## src/rtl/dram_sched_ctrl_if.sv

```systemverilog
// Request-port and DRAM command/data bundle for dram_sched_ctrl.
// The slave side is the scheduler; the master side is the requester/array side.
interface dram_sched_ctrl_if #(
  parameter int NUM_REQ    = 8,
  parameter int DATA_WIDTH = 8,
  parameter int ADDR_WIDTH = 22,
  parameter int BANK_W     = 3,
  parameter int ROW_W      = 7,
  parameter int COL_W      = 3
);
  logic [NUM_REQ-1:0]            req_valid;
  logic [NUM_REQ-1:0]            req_rw;
  logic [NUM_REQ*ADDR_WIDTH-1:0] req_addr;
  logic [NUM_REQ*DATA_WIDTH-1:0] req_wdata;
  logic [NUM_REQ-1:0]            req_ready;
  logic [NUM_REQ-1:0]            rsp_valid;
  logic [DATA_WIDTH-1:0]         rsp_data;
  logic [2:0]                    dram_cmd;
  logic [BANK_W-1:0]             dram_bank;
  logic [ROW_W-1:0]              dram_row;
  logic [COL_W-1:0]              dram_col;
  logic [DATA_WIDTH-1:0]         dram_wdata;
  logic [DATA_WIDTH-1:0]         dram_rdata;
  logic                          refresh_busy;

  modport slave (
    input  req_valid, req_rw, req_addr, req_wdata, dram_rdata,
    output req_ready, rsp_valid, rsp_data, dram_cmd, dram_bank, dram_row,
           dram_col, dram_wdata, refresh_busy
  );

  modport master (
    output req_valid, req_rw, req_addr, req_wdata, dram_rdata,
    input  req_ready, rsp_valid, rsp_data, dram_cmd, dram_bank, dram_row,
           dram_col, dram_wdata, refresh_busy
  );
endinterface

```

## src/rtl/dram_sched_ctrl.sv

```systemverilog
// Multi-channel DRAM command scheduler: round-robin request arbitration,
// open-page bank tracking, programmable ACT/PRE/RD/WR timing and periodic refresh.
//
// state      | meaning
// IDLE       | ready to grant a request or start a pending refresh
// ACT        | ACT on the bus; opens bank/row
// RCD_WAIT   | remaining ACT->RD/WR delay
// ACCESS     | RD or WR on the bus
// CL_WAIT    | waiting for read data; sampled on the last cycle
// PRE        | PRE on the bus; closes the bank
// RP_WAIT    | remaining PRE->ACT delay
// RACK       | rsp_valid pulse to the granted channel
// PREA       | PREA on the bus before refresh
// PREA_WAIT  | remaining PREA->REF delay
// REF        | REF on the bus; clears open table and pending flag
// RFC_WAIT   | remaining REF->IDLE delay
module dram_sched_ctrl #(
  parameter int NUM_REQ          = 8,
  parameter int DATA_WIDTH       = 8,
  parameter int NUM_OF_BANKS     = 8,
  parameter int NUM_OF_ROWS      = 128,
  parameter int NUM_OF_COLS      = 8,
  parameter int ADDR_WIDTH       = 22,
  parameter int T_RCD            = 2,
  parameter int T_RP             = 2,
  parameter int T_CL             = 2,
  parameter int T_RFC            = 8,
  parameter int REFRESH_INTERVAL = 1024
) (
  input logic             clk,
  input logic             rst,
  dram_sched_ctrl_if.slave bus
);
  localparam int BANK_W  = $clog2(NUM_OF_BANKS);
  localparam int ROW_W   = $clog2(NUM_OF_ROWS);
  localparam int COL_W   = $clog2(NUM_OF_COLS);
  localparam int CH_W    = $clog2(NUM_REQ);
  localparam int T_MAX_A = (T_RCD > T_RP) ? T_RCD : T_RP;
  localparam int T_MAX_B = (T_CL > T_RFC) ? T_CL : T_RFC;
  localparam int T_MAX   = (T_MAX_A > T_MAX_B) ? T_MAX_A : T_MAX_B;
  localparam int CNT_W   = $clog2(T_MAX + 1);
  localparam int RI_W    = $clog2(REFRESH_INTERVAL);

  localparam logic [2:0] CMD_NOP  = 3'd0;
  localparam logic [2:0] CMD_ACT  = 3'd1;
  localparam logic [2:0] CMD_RD   = 3'd2;
  localparam logic [2:0] CMD_WR   = 3'd3;
  localparam logic [2:0] CMD_PRE  = 3'd4;
  localparam logic [2:0] CMD_PREA = 3'd5;
  localparam logic [2:0] CMD_REF  = 3'd6;

  typedef enum logic [3:0] {
    S_IDLE, S_ACT, S_RCD_WAIT, S_ACCESS, S_CL_WAIT, S_PRE, S_RP_WAIT,
    S_RACK, S_PREA, S_PREA_WAIT, S_REF, S_RFC_WAIT
  } state_t;

  state_t                  state, state_d;
  logic [CNT_W-1:0]        cnt, cnt_d;
  logic [CH_W-1:0]         rr_ptr, grant_idx, ch_q;
  logic                    grant_any, grant_fire;
  logic [ADDR_WIDTH-1:0]   w_addr;
  logic [BANK_W-1:0]       w_bank, bank_q, cur_bank;
  logic [ROW_W-1:0]        w_row, row_q, cur_row;
  logic [COL_W-1:0]        w_col, col_q, cur_col;
  logic                    w_rw, rw_q, cur_rw;
  logic [DATA_WIDTH-1:0]   w_wdata, wdata_q, cur_wdata, rdata_q;
  logic [NUM_OF_BANKS-1:0] open_q;
  logic [ROW_W-1:0]        row_tab [NUM_OF_BANKS];
  logic [RI_W-1:0]         ref_cnt;
  logic                    ref_pending, ref_wrap;
  logic [2:0]              cmd_q, cmd_d;
  logic [BANK_W-1:0]       bank_o, bank_d;
  logic [ROW_W-1:0]        row_o, row_d;
  logic [COL_W-1:0]        col_o, col_d;
  logic [DATA_WIDTH-1:0]   wdata_o, wdata_d;

  // Round-robin search starting at rr_ptr, the channel after the last winner.
  always_comb begin
    grant_idx = '0;
    grant_any = 1'b0;
    for (int i = 0; i < NUM_REQ; i++) begin
      if (!grant_any && bus.req_valid[(int'(rr_ptr) + i) % NUM_REQ]) begin
        grant_any = 1'b1;
        grant_idx = CH_W'((int'(rr_ptr) + i) % NUM_REQ);
      end
    end
    w_addr  = bus.req_addr[int'(grant_idx)*ADDR_WIDTH +: ADDR_WIDTH];
    w_col   = w_addr[COL_W-1:0];
    w_row   = w_addr[COL_W +: ROW_W];
    w_bank  = w_addr[COL_W+ROW_W +: BANK_W];
    w_rw    = bus.req_rw[grant_idx];
    w_wdata = bus.req_wdata[int'(grant_idx)*DATA_WIDTH +: DATA_WIDTH];
  end

  assign grant_fire    = (state == S_IDLE) && !ref_pending && grant_any;
  assign bus.req_ready = (grant_fire && !rst) ? (NUM_REQ'(1) << grant_idx) : '0;
  assign ref_wrap      = (ref_cnt == RI_W'(REFRESH_INTERVAL - 1));

  always_comb begin
    state_d   = state;
    cnt_d     = (cnt != '0) ? cnt - CNT_W'(1) : cnt;
    cmd_d     = CMD_NOP;
    bank_d    = '0;
    row_d     = '0;
    col_d     = '0;
    wdata_d   = '0;
    cur_bank  = (state == S_IDLE) ? w_bank  : bank_q;
    cur_row   = (state == S_IDLE) ? w_row   : row_q;
    cur_col   = (state == S_IDLE) ? w_col   : col_q;
    cur_rw    = (state == S_IDLE) ? w_rw    : rw_q;
    cur_wdata = (state == S_IDLE) ? w_wdata : wdata_q;
    case (state)
      S_IDLE: begin
        if (ref_pending)
          state_d = (|open_q) ? S_PREA : S_REF;
        else if (grant_any) begin
          if (open_q[w_bank] && row_tab[w_bank] == w_row) state_d = S_ACCESS;
          else if (open_q[w_bank])                        state_d = S_PRE;
          else                                            state_d = S_ACT;
        end
      end
      S_ACT, S_RCD_WAIT:   state_d = (cnt == '0) ? S_ACCESS : S_RCD_WAIT;
      S_ACCESS:            state_d = rw_q ? S_RACK : S_CL_WAIT;
      S_CL_WAIT:           state_d = (cnt == '0) ? S_RACK : S_CL_WAIT;
      S_PRE, S_RP_WAIT:    state_d = (cnt == '0) ? S_ACT : S_RP_WAIT;
      S_RACK:              state_d = S_IDLE;
      S_PREA, S_PREA_WAIT: state_d = (cnt == '0) ? S_REF : S_PREA_WAIT;
      S_REF, S_RFC_WAIT:   state_d = (cnt == '0) ? S_IDLE : S_RFC_WAIT;
      default:             state_d = S_IDLE;
    endcase
    // Commands are registered from the state being entered so they line up with it.
    if (state_d != state) begin
      case (state_d)
        S_ACT: begin
          cnt_d  = CNT_W'(T_RCD - 1);
          cmd_d  = CMD_ACT;
          bank_d = cur_bank;
          row_d  = cur_row;
        end
        S_PRE: begin
          cnt_d  = CNT_W'(T_RP - 1);
          cmd_d  = CMD_PRE;
          bank_d = cur_bank;
        end
        S_ACCESS: begin
          cmd_d   = cur_rw ? CMD_WR : CMD_RD;
          bank_d  = cur_bank;
          col_d   = cur_col;
          wdata_d = cur_rw ? cur_wdata : '0;
        end
        S_CL_WAIT: cnt_d = CNT_W'(T_CL - 1);
        S_PREA: begin
          cnt_d = CNT_W'(T_RP - 1);
          cmd_d = CMD_PREA;
        end
        S_REF: begin
          cnt_d = CNT_W'(T_RFC - 1);
          cmd_d = CMD_REF;
        end
        default: ;
      endcase
    end
  end

  always_ff @(posedge clk or posedge rst) begin
    if (rst) begin
      state       <= S_IDLE;
      cnt         <= '0;
      rr_ptr      <= '0;
      ch_q        <= '0;
      bank_q      <= '0;
      row_q       <= '0;
      col_q       <= '0;
      rw_q        <= 1'b0;
      wdata_q     <= '0;
      rdata_q     <= '0;
      open_q      <= '0;
      for (int b = 0; b < NUM_OF_BANKS; b++) row_tab[b] <= '0;
      ref_cnt     <= '0;
      ref_pending <= 1'b0;
      cmd_q       <= CMD_NOP;
      bank_o      <= '0;
      row_o       <= '0;
      col_o       <= '0;
      wdata_o     <= '0;
    end else begin
      state   <= state_d;
      cnt     <= cnt_d;
      cmd_q   <= cmd_d;
      bank_o  <= bank_d;
      row_o   <= row_d;
      col_o   <= col_d;
      wdata_o <= wdata_d;
      if (grant_fire) begin
        ch_q    <= grant_idx;
        bank_q  <= w_bank;
        row_q   <= w_row;
        col_q   <= w_col;
        rw_q    <= w_rw;
        wdata_q <= w_wdata;
        rr_ptr  <= (int'(grant_idx) == NUM_REQ - 1) ? '0 : grant_idx + CH_W'(1);
      end
      if (state == S_CL_WAIT && cnt == '0) rdata_q <= bus.dram_rdata;
      if (state == S_ACT) begin
        open_q[bank_q]  <= 1'b1;
        row_tab[bank_q] <= row_q;
      end
      if (state == S_PRE) open_q[bank_q] <= 1'b0;
      if (state == S_REF) open_q <= '0;
      // An expiry coinciding with REF is kept so refresh spacing stays exact.
      ref_cnt <= ref_wrap ? '0 : ref_cnt + RI_W'(1);
      if (ref_wrap)            ref_pending <= 1'b1;
      else if (state == S_REF) ref_pending <= 1'b0;
    end
  end

  assign bus.dram_cmd     = cmd_q;
  assign bus.dram_bank    = bank_o;
  assign bus.dram_row     = row_o;
  assign bus.dram_col     = col_o;
  assign bus.dram_wdata   = wdata_o;
  assign bus.rsp_valid    = (state == S_RACK) ? (NUM_REQ'(1) << ch_q) : '0;
  assign bus.rsp_data     = (state == S_RACK && !rw_q) ? rdata_q : '0;
  assign bus.refresh_busy = (state == S_PREA) || (state == S_PREA_WAIT) ||
                            (state == S_REF)  || (state == S_RFC_WAIT);
endmodule
```

## src/flat_wrapper.sv

```systemverilog
// flat-port wrapper written by rule: the top's interface ports become plain ports
module dram_sched_ctrl_flat 
#(
  parameter int NUM_REQ          = 8,
  parameter int DATA_WIDTH       = 8,
  parameter int NUM_OF_BANKS     = 8,
  parameter int NUM_OF_ROWS      = 128,
  parameter int NUM_OF_COLS      = 8,
  parameter int ADDR_WIDTH       = 22,
  parameter int T_RCD            = 2,
  parameter int T_RP             = 2,
  parameter int T_CL             = 2,
  parameter int T_RFC            = 8,
  parameter int REFRESH_INTERVAL = 1024
)
  (clk, rst, bus_req_valid, bus_req_rw, bus_req_addr, bus_req_wdata, bus_dram_rdata, bus_req_ready, bus_rsp_valid, bus_rsp_data, bus_dram_cmd, bus_dram_bank, bus_dram_row, bus_dram_col, bus_dram_wdata, bus_refresh_busy);
  dram_sched_ctrl_if #(.NUM_REQ(NUM_REQ), .DATA_WIDTH(DATA_WIDTH), .ADDR_WIDTH(ADDR_WIDTH)) bus_i ();
  input logic clk;
  input logic rst;
  input wire logic [$bits(bus_i.req_valid)-1:0] bus_req_valid;
  input wire logic [$bits(bus_i.req_rw)-1:0] bus_req_rw;
  input wire logic [$bits(bus_i.req_addr)-1:0] bus_req_addr;
  input wire logic [$bits(bus_i.req_wdata)-1:0] bus_req_wdata;
  input wire logic [$bits(bus_i.dram_rdata)-1:0] bus_dram_rdata;
  output wire logic [$bits(bus_i.req_ready)-1:0] bus_req_ready;
  output wire logic [$bits(bus_i.rsp_valid)-1:0] bus_rsp_valid;
  output wire logic [$bits(bus_i.rsp_data)-1:0] bus_rsp_data;
  output wire logic [$bits(bus_i.dram_cmd)-1:0] bus_dram_cmd;
  output wire logic [$bits(bus_i.dram_bank)-1:0] bus_dram_bank;
  output wire logic [$bits(bus_i.dram_row)-1:0] bus_dram_row;
  output wire logic [$bits(bus_i.dram_col)-1:0] bus_dram_col;
  output wire logic [$bits(bus_i.dram_wdata)-1:0] bus_dram_wdata;
  output wire logic [$bits(bus_i.refresh_busy)-1:0] bus_refresh_busy;
  assign bus_i.req_valid = bus_req_valid;
  assign bus_i.req_rw = bus_req_rw;
  assign bus_i.req_addr = bus_req_addr;
  assign bus_i.req_wdata = bus_req_wdata;
  assign bus_i.dram_rdata = bus_dram_rdata;
  assign bus_req_ready = bus_i.req_ready;
  assign bus_rsp_valid = bus_i.rsp_valid;
  assign bus_rsp_data = bus_i.rsp_data;
  assign bus_dram_cmd = bus_i.dram_cmd;
  assign bus_dram_bank = bus_i.dram_bank;
  assign bus_dram_row = bus_i.dram_row;
  assign bus_dram_col = bus_i.dram_col;
  assign bus_dram_wdata = bus_i.dram_wdata;
  assign bus_refresh_busy = bus_i.refresh_busy;
  dram_sched_ctrl #(.NUM_REQ(NUM_REQ), .DATA_WIDTH(DATA_WIDTH), .NUM_OF_BANKS(NUM_OF_BANKS), .NUM_OF_ROWS(NUM_OF_ROWS), .NUM_OF_COLS(NUM_OF_COLS), .ADDR_WIDTH(ADDR_WIDTH), .T_RCD(T_RCD), .T_RP(T_RP), .T_CL(T_CL), .T_RFC(T_RFC), .REFRESH_INTERVAL(REFRESH_INTERVAL)) u_core (.clk(clk), .rst(rst), .bus(bus_i));
endmodule
```

## config.mk

```make
export PLATFORM = sky130hd
export DESIGN_NAME = dram_sched_ctrl_flat
export DESIGN_NICKNAME = d
export VERILOG_FILES = /design/src/rtl/dram_sched_ctrl_if.sv /design/src/rtl/dram_sched_ctrl.sv /design/src/flat_wrapper.sv
export SDC_FILE = /design/constraint.sdc
export NUM_CORES = 1
export LEC_CHECK = 0
export ABC_CLOCK_PERIOD_IN_PS = 10300
export CORE_ASPECT_RATIO = 1.5
export CORE_UTILIZATION = 52
export DETAILED_ROUTE_END_ITERATION = 8
export PLACE_DENSITY = 0.88
export SYNTH_ARGS = -nofsm -noshare
export SYNTH_HDL_FRONTEND = slang
export SYNTH_SLANG_ARGS = --single-unit
```

## constraint.sdc

```tcl
create_clock -name clk -period 10.3 [get_ports clk]
set_clock_uncertainty 0.1 [all_clocks]
set_input_delay 1.03 -clock clk [delete_from_list [all_inputs] [get_ports clk]]
set_output_delay 1.03 -clock clk [all_outputs]
set_load 0.05 [all_outputs]
```

**Word level (Yosys, flattened, before mapping)**

Cells that the tools add are included.

- Register bits: 143
- Output and inout bits: 49

- Add/sub/neg operators: 10
- Multiply operators: 1
- $lt $le $gt $ge: 15
- Equality and inequality tests: 21
- Shifts and indexed selects: 4
- Muxes and demuxes: 93
- Bitwise operators: 12
- Reductions and logical operators: 46

Operator list:

| operator | count |
|---|---|
| $shiftx 176x32->13 | 1 |
| $mux 8 | 10 |
| $shiftx 64x7->8 | 1 |
| $bwmux 56 | 1 |
| $mux 3 | 18 |
| $mux 7 | 6 |
| $lt 4x5->1 const B | 7 |
| $mux 1 | 31 |
| $bmux 1 s3 | 10 |
| $pmux 4 s7 | 1 |
| $eq 4x3->1 const B | 6 |
| $eq 4x4->1 const B | 6 |
| $mux 4 | 6 |
| $reduce_or 3->1 | 8 |
| $bmux 7 s3 | 1 |
| $demux 7 s3 | 1 |
| $lt 3x4->1 const B | 4 |
| $shl 1x3->8 const A | 2 |
| $logic_and 1x1->1 | 15 |
| $pmux 3 s5 | 1 |
| $add 3x3->3 const B | 4 |
| $eq 4x2->1 const B | 3 |
| $add 10x1->10 const B | 1 |
| $eq 10x10->1 const B | 1 |
| other kinds (28) | 57 |

**Logic depth before layout (Yosys ltp)**

- Depth after elaboration: 42
- Depth in mapped cells: 25

**Worst setup path before layout**

Ideal clock, no wire load.

- Path type: reg-to-output
- From: reg u_core.rr_ptr[0]
- To: out bus_req_ready[7]
- Arrival: 5.576 ns
- Required time: 9.170 ns
- Slack: 3.594 ns
- Stages on the path, launching flop included: 19
- Path through: dfrtp_1 > buf_2 > inv_1 > buf_1 > ha_1 > buf_2 > mux2_1 > mux4_2 > o32a_1 > or4_4 > o211ai_2 > buf_2 > buf_4 > buf_2 > buf_2 > clkbuf_1 > clkbuf_1 > ha_1 > and2_1

RTL lines:

| what | line | source |
|---|---|---|
| start, declared | dram_sched_ctrl.sv:59 | `logic [CH_W-1:0] rr_ptr, grant_idx, ch_q;` |
| start signal, assigned | dram_sched_ctrl.sv:201 | `rr_ptr <= (int'(grant_idx) == NUM_REQ - 1) ? '0 : grant_idx + CH_W'(1);` |
| $add 3x1->3 / $bmux 1 s3 (equally long branches) | dram_sched_ctrl.sv:82, dram_sched_ctrl.sv:84 |  |
| $bmux 1 s3 / $mux 1 (equally long branches) | dram_sched_ctrl.sv:82 | `if (!grant_any && bus.req_valid[(int'(rr_ptr) + i) % NUM_REQ]) begin` |
| $mux 1 (not written as such) | dram_sched_ctrl.sv:82 |  |
| $mux 1 (not written as such) / $logic_not 1->1 (equally long branches) | dram_sched_ctrl.sv:82 |  |
| $logic_and 1x1->1 | dram_sched_ctrl.sv:82 |  |
| $mux 1 | dram_sched_ctrl.sv:82 |  |
| $logic_not 1->1 | dram_sched_ctrl.sv:82 |  |
| $logic_and 1x1->1 | dram_sched_ctrl.sv:82 |  |
| [11 not listed] | - |  |
| $logic_and 1x1->1 | dram_sched_ctrl.sv:82 |  |
| $mux 1 | dram_sched_ctrl.sv:82 |  |
| $logic_not 1->1 | dram_sched_ctrl.sv:82 |  |
| $logic_and 1x1->1 | dram_sched_ctrl.sv:82 |  |
| $mux 3 (*) | dram_sched_ctrl.sv:82 |  |
| net u_core.grant_idx[2] | dram_sched_ctrl.sv:59 |  |
| $shl 1x3->8 (*) | dram_sched_ctrl.sv:96 | `assign bus.req_ready = (grant_fire && !rst) ? (NUM_REQ'(1) << grant_idx) : '0;` |
| $mux 8 (*) | dram_sched_ctrl.sv:96 |  |
| end, declared | flat_wrapper.sv:25 | `output wire logic [$bits(bus_i.req_ready)-1:0] bus_req_ready;` |

Mark *: on every way through the listed nets, which the timed path passes. The rest lies on a longest branch. The select of a mux whose other input is x is not followed.

**Final worst setup path**

- From: reg u_core.rr_ptr[0]
- To: reg u_core.row_o[0] (netlist: u_core.bus.dram_row[0])

- Cells in the longest elaborated chain, start to end: 39

RTL lines:

| what | line | source |
|---|---|---|
| $add 3x1->3 / $bmux 1 s3 (equally long branches) | dram_sched_ctrl.sv:82, dram_sched_ctrl.sv:84 |  |
| $bmux 1 s3 / $mux 1 (equally long branches) | dram_sched_ctrl.sv:82 |  |
| $mux 1 (not written as such) | dram_sched_ctrl.sv:82 |  |
| $mux 1 (not written as such) / $logic_not 1->1 (equally long branches) | dram_sched_ctrl.sv:82 |  |
| $logic_and 1x1->1 | dram_sched_ctrl.sv:82 |  |
| $mux 1 | dram_sched_ctrl.sv:82 |  |
| $logic_not 1->1 | dram_sched_ctrl.sv:82 |  |
| $logic_and 1x1->1 | dram_sched_ctrl.sv:82 |  |
| [24 not listed] | - |  |
| $mux 4 | dram_sched_ctrl.sv:117 | `if (open_q[w_bank] && row_tab[w_bank] == w_row) state_d = S_ACCESS;` |
| $mux 4 | dram_sched_ctrl.sv:116 | `else if (grant_any) begin` |
| $mux 4 | dram_sched_ctrl.sv:114 | `if (ref_pending)` |
| $pmux 4 s7 | dram_sched_ctrl.sv:112 | `case (state)` |
| $eq 4x1->1 | dram_sched_ctrl.sv:133 | `case (state_d)` |
| $mux 7 | dram_sched_ctrl.sv:133 |  |
| $mux 7 (*) | dram_sched_ctrl.sv:132 | `if (state_d != state) begin` |
| net u_core.row_d[0] | dram_sched_ctrl.sv:73 | `logic [ROW_W-1:0] row_o, row_d;` |
| end signal, assigned | dram_sched_ctrl.sv:191 | `row_o <= row_d;` |
| end, declared | dram_sched_ctrl.sv:73 |  |

Marked as above.
A chain may end at the register's enable or synchronous reset.

==> results by group <==
Yosys
  – Cell taking the most area after synthesis: dfrtp_1
  – Mapped Area: approximately 10,000 um^2
  – Yosys top cell area share: 0.356
  – Asr flop ratio synth: 1.00
  – Share of the yosys chip area belonging to registers: 0.356
  – Synth Register Bits: ~140
  – Post-synth EDFFs: 0
  – Yosys synthesis warning count: 0
  – Top cells by area, synth: dfrtp_1, mux2i_1, mux2_2, nand2_1, mux4_2
  – Syn Inst Count: about 1,100
  – Mean post-synth cell area: approximately 9.5 um^2
  – Top cells by count, synth: dfrtp_1, nand2_1, mux2i_1, mux2_2, nor2_1
  – Yosys cell types: 77
  – Post-synth top flop: dfrtp_1
  – Most frequent cell after synthesis: dfrtp_1
  – Synth Net Count: between 1,000 and 1,500

Worst setup path
  – Crit Path Class: flip-flop to flip-flop
  – CP cell instances: buf_4 -> inv_1 -> ha_1 -> mux2_1 -> mux4_2 -> o32a_1 -> or4_4 -> o211ai_4 -> buf_4 -> mux2_2 -> o211ai_4 -> nand2_4 -> mux2_1 -> a2111oi_0 -> xor2_1 -> o2111ai_1 -> o22ai_1 -> nand2b_1 -> nor3_1
  – Worst EP required: around 11 ns
  – Buf/Inv on CP: 3
  – CP Max Fanout: 33
  – CP max-delay cell: ha_1
  – Worst path arrival time: a little over 9 ns
  – Worst setup SP type: flip-flop
  – CP peak stage delay: ~0.8 ns
  – Reg2reg setup slack: between 1 and 1.5 ns
  – CP top delay family: compound AO/OA/AOI/OAI gates
  – CP endpoint kind: flip-flop

Global route
  – GRT Total Usage: 0.344
  – Grt ovf: 0
  – Pin count of the biggest net entering global routing: 82
  – Global-route wire length before repair: around 50,000 um
  – Vias in the first global route: between 9,000 and 10,000
  – Initial antenna violation count: 4

Place
  – Post-Place Setup Slack: about 1.9 ns
  – Port bufs: ~240
  – Cells after DPL: 1,486
  – Dpl hpwl: approximately 24,000 um
  – Placed cell area: 12,600 um^2
  – Final Wtd Congestion: 0.916

CTS
  – Post-CTS Resized: 0
  – # H-tree levels: 4
  – Reg clk slew, reported paths: approximately 0.06 ns
  – Root Buffer: clkbuf_16
  – CTS tree: built
  – CTS sink cnt: 143
  – Hold_buf cts: 0
  – Worst-Skew Late Latency: 0.44 ns
  – Number of buffers created by CTS: 17
  – Clock buffer depth: 2
  – Post-CTS setup buffers: 0

Floorplanning
  – Core Region: between 15,000 and 20,000 um^2
  – Initial Util: 0.536
  – Area of the die: about 20,000 um^2
  – # rows: 61
  – Chip width: approximately 120 um
  – Num ports: approximately 320
  – Die H: roughly 170 um

Drt
  – Initial DRC count: approximately 1,100
  – DRC: 0
  – Antenna Nets Post-Route: 0
  – Drt via density: 6.25
  – Routed WL per cell: around 22 um
  – Final wirelength: roughly 34,000 um
  – DR vias: around 9,500
  – Drt pass-1 iters: 5

Cells and area
  – Non-Filler Instances: approximately 1,500
  – Final #Nets: between 1,500 and 2,000
  – Layout fillers: roughly 1,400
  – Synth-to-layout area growth: 30.9%
  – Fraction of layout cells with a size suffix above 1: 0.143
  – Post-route design area: 13,200 um^2

Status
  – Status: finished, final reports clean

Timing
  – Setup violations, final: 0
  – Fmax: between 0.1 and 0.15 GHz
  – Slew Limit Headroom: 0.305
  – Setup ws final: ~1.4 ns
  – RSZ-0062 raised after global routing: no
  – Final hold viol count: 0
  – Tightest Pin Transition: between 1 and 1.5 ns
  – Total negative setup slack: 0 ns
  – Minimum clock period: about 9 ns
  – Period utilisation layout: 0.859
  – Slew Viols, Final: 0

Min path
  – HP Class: flip-flop to flip-flop

Run
  – Max_cap viols: 0
through the flow:
stage / util / hold WS [ns]
2_1_floorplan: - / 0.339
6_report: 0.701 / 0.367
4_1_cts: 0.701 / 0.373
5_1_grt: 0.701 / 0.382
3_5_place_dp: 0.671 / 0.363
3_3_place_gp: 0.671 / 0.358
placed cells by master (no fill, tap or decap), drive strengths merged, types with 6 or more instances in the layout:
master and count:
and2 35, mux2 98, xnor2 8, clkdlybuf4s50 242, dfrtp 143, clkbuf 18
inv 28, xor2 13, nand3 40, a211oi 47, nor2b 23, buf 11
nand2b 11, clkinv 7, mux2i 104, nor3 18, o21ai 65, mux4 15
ha 10, a21oi 52, nor2 68, and3 16, nand2 106, a2111oi 6
worst paths after layout:
check	depth (start not counted)	start	endpoint
min in group asynchronous	2	rst	u_core.row_q[5]$_DFFE_PP0P_
worst max-delay path	19	u_core.rr_ptr[0]$_DFFE_PP0P_	u_core.bus.dram_row[0]$_DFF_PP0_
worst max register to register	19	u_core.rr_ptr[0]$_DFFE_PP0P_	u_core.bus.dram_row[0]$_DFF_PP0_
max in group asynchronous	3	rst	u_core.wdata_q[0]$_DFFE_PP0P_
worst min register to register	1	u_core.ref_cnt[8]$_DFF_PP0_	u_core.ref_cnt[8]$_DFF_PP0_
worst min-delay path	1	u_core.ref_cnt[8]$_DFF_PP0_	u_core.ref_cnt[8]$_DFF_PP0_
cell type report:
type                       instances  area [um^2]  area share
multi-input combinational        817         6120       0.465
sequential                       143         3580       0.272
timing repair buffer             253         2500       0.190
clock buffer                      18          429      0.0326
tap                              252          315      0.0239
clock inverter                    14          128     0.00969
inverter                          21         86.3     0.00656
antenna                            3         7.51    0.000570
cells by family (layout without fill, tap and decap cells):
group                    count (synthesis)  in the layout  share of synthesized area
AO/OA/AOI/OAI                          226            226                      0.159
XOR/XNOR                                21             21                     0.0183
adder cells (fa/ha/maj)                 10             10                     0.0124
buffers and inverters                   96            306                     0.0386
flip-flops                             143            143                      0.356
multiplexers                           217            217                      0.247
other                                    0              3                          0
AND/OR/NAND/NOR                        343            343                      0.169
per-layer routing:
metal	global-route usage	up-vias	part of all wire
li1	-	4249	-
met1	0.377	4578	0.36
met2	0.574	544	0.48
met3	0.0957	139	0.099
met4	0.235	2	0.060
met5	0	-	0.00038
worst register-to-register path, cell delays in order (launching register included):
cell       delay [ns]
dfrtp_1          0.32
buf_4            0.29
inv_1            0.33
ha_1             0.82
mux2_1           0.40
mux4_2           0.48
o32a_1           0.37
or4_4            0.57
o211ai_4         0.12
buf_4            0.49
mux2_2           0.45
o211ai_4         0.57
nand2_4          0.34
mux2_1           0.42
a2111oi_0        0.64
xor2_1           0.21
o2111ai_1        0.41
o22ai_1          0.59
nand2b_1         0.41
nor3_1           0.39
state kept, by name (all words and copies together), names as in the netlist, 4 cells and up:
name and cells:
u_core.rdata_q 8, u_core.bus.dram_wdata 8, u_core.bus.dram_row 7, u_core.wdata_q 8, u_core.row_q 7, u_core.ref_cnt 10
u_core.row_tab 56, u_core.state 4, u_core.cnt 4, u_core.open_q 8
Power is left out: the tool's default activity adds up to more than one toggle a clock period on the data nets, which glitch-free logic cannot reach.
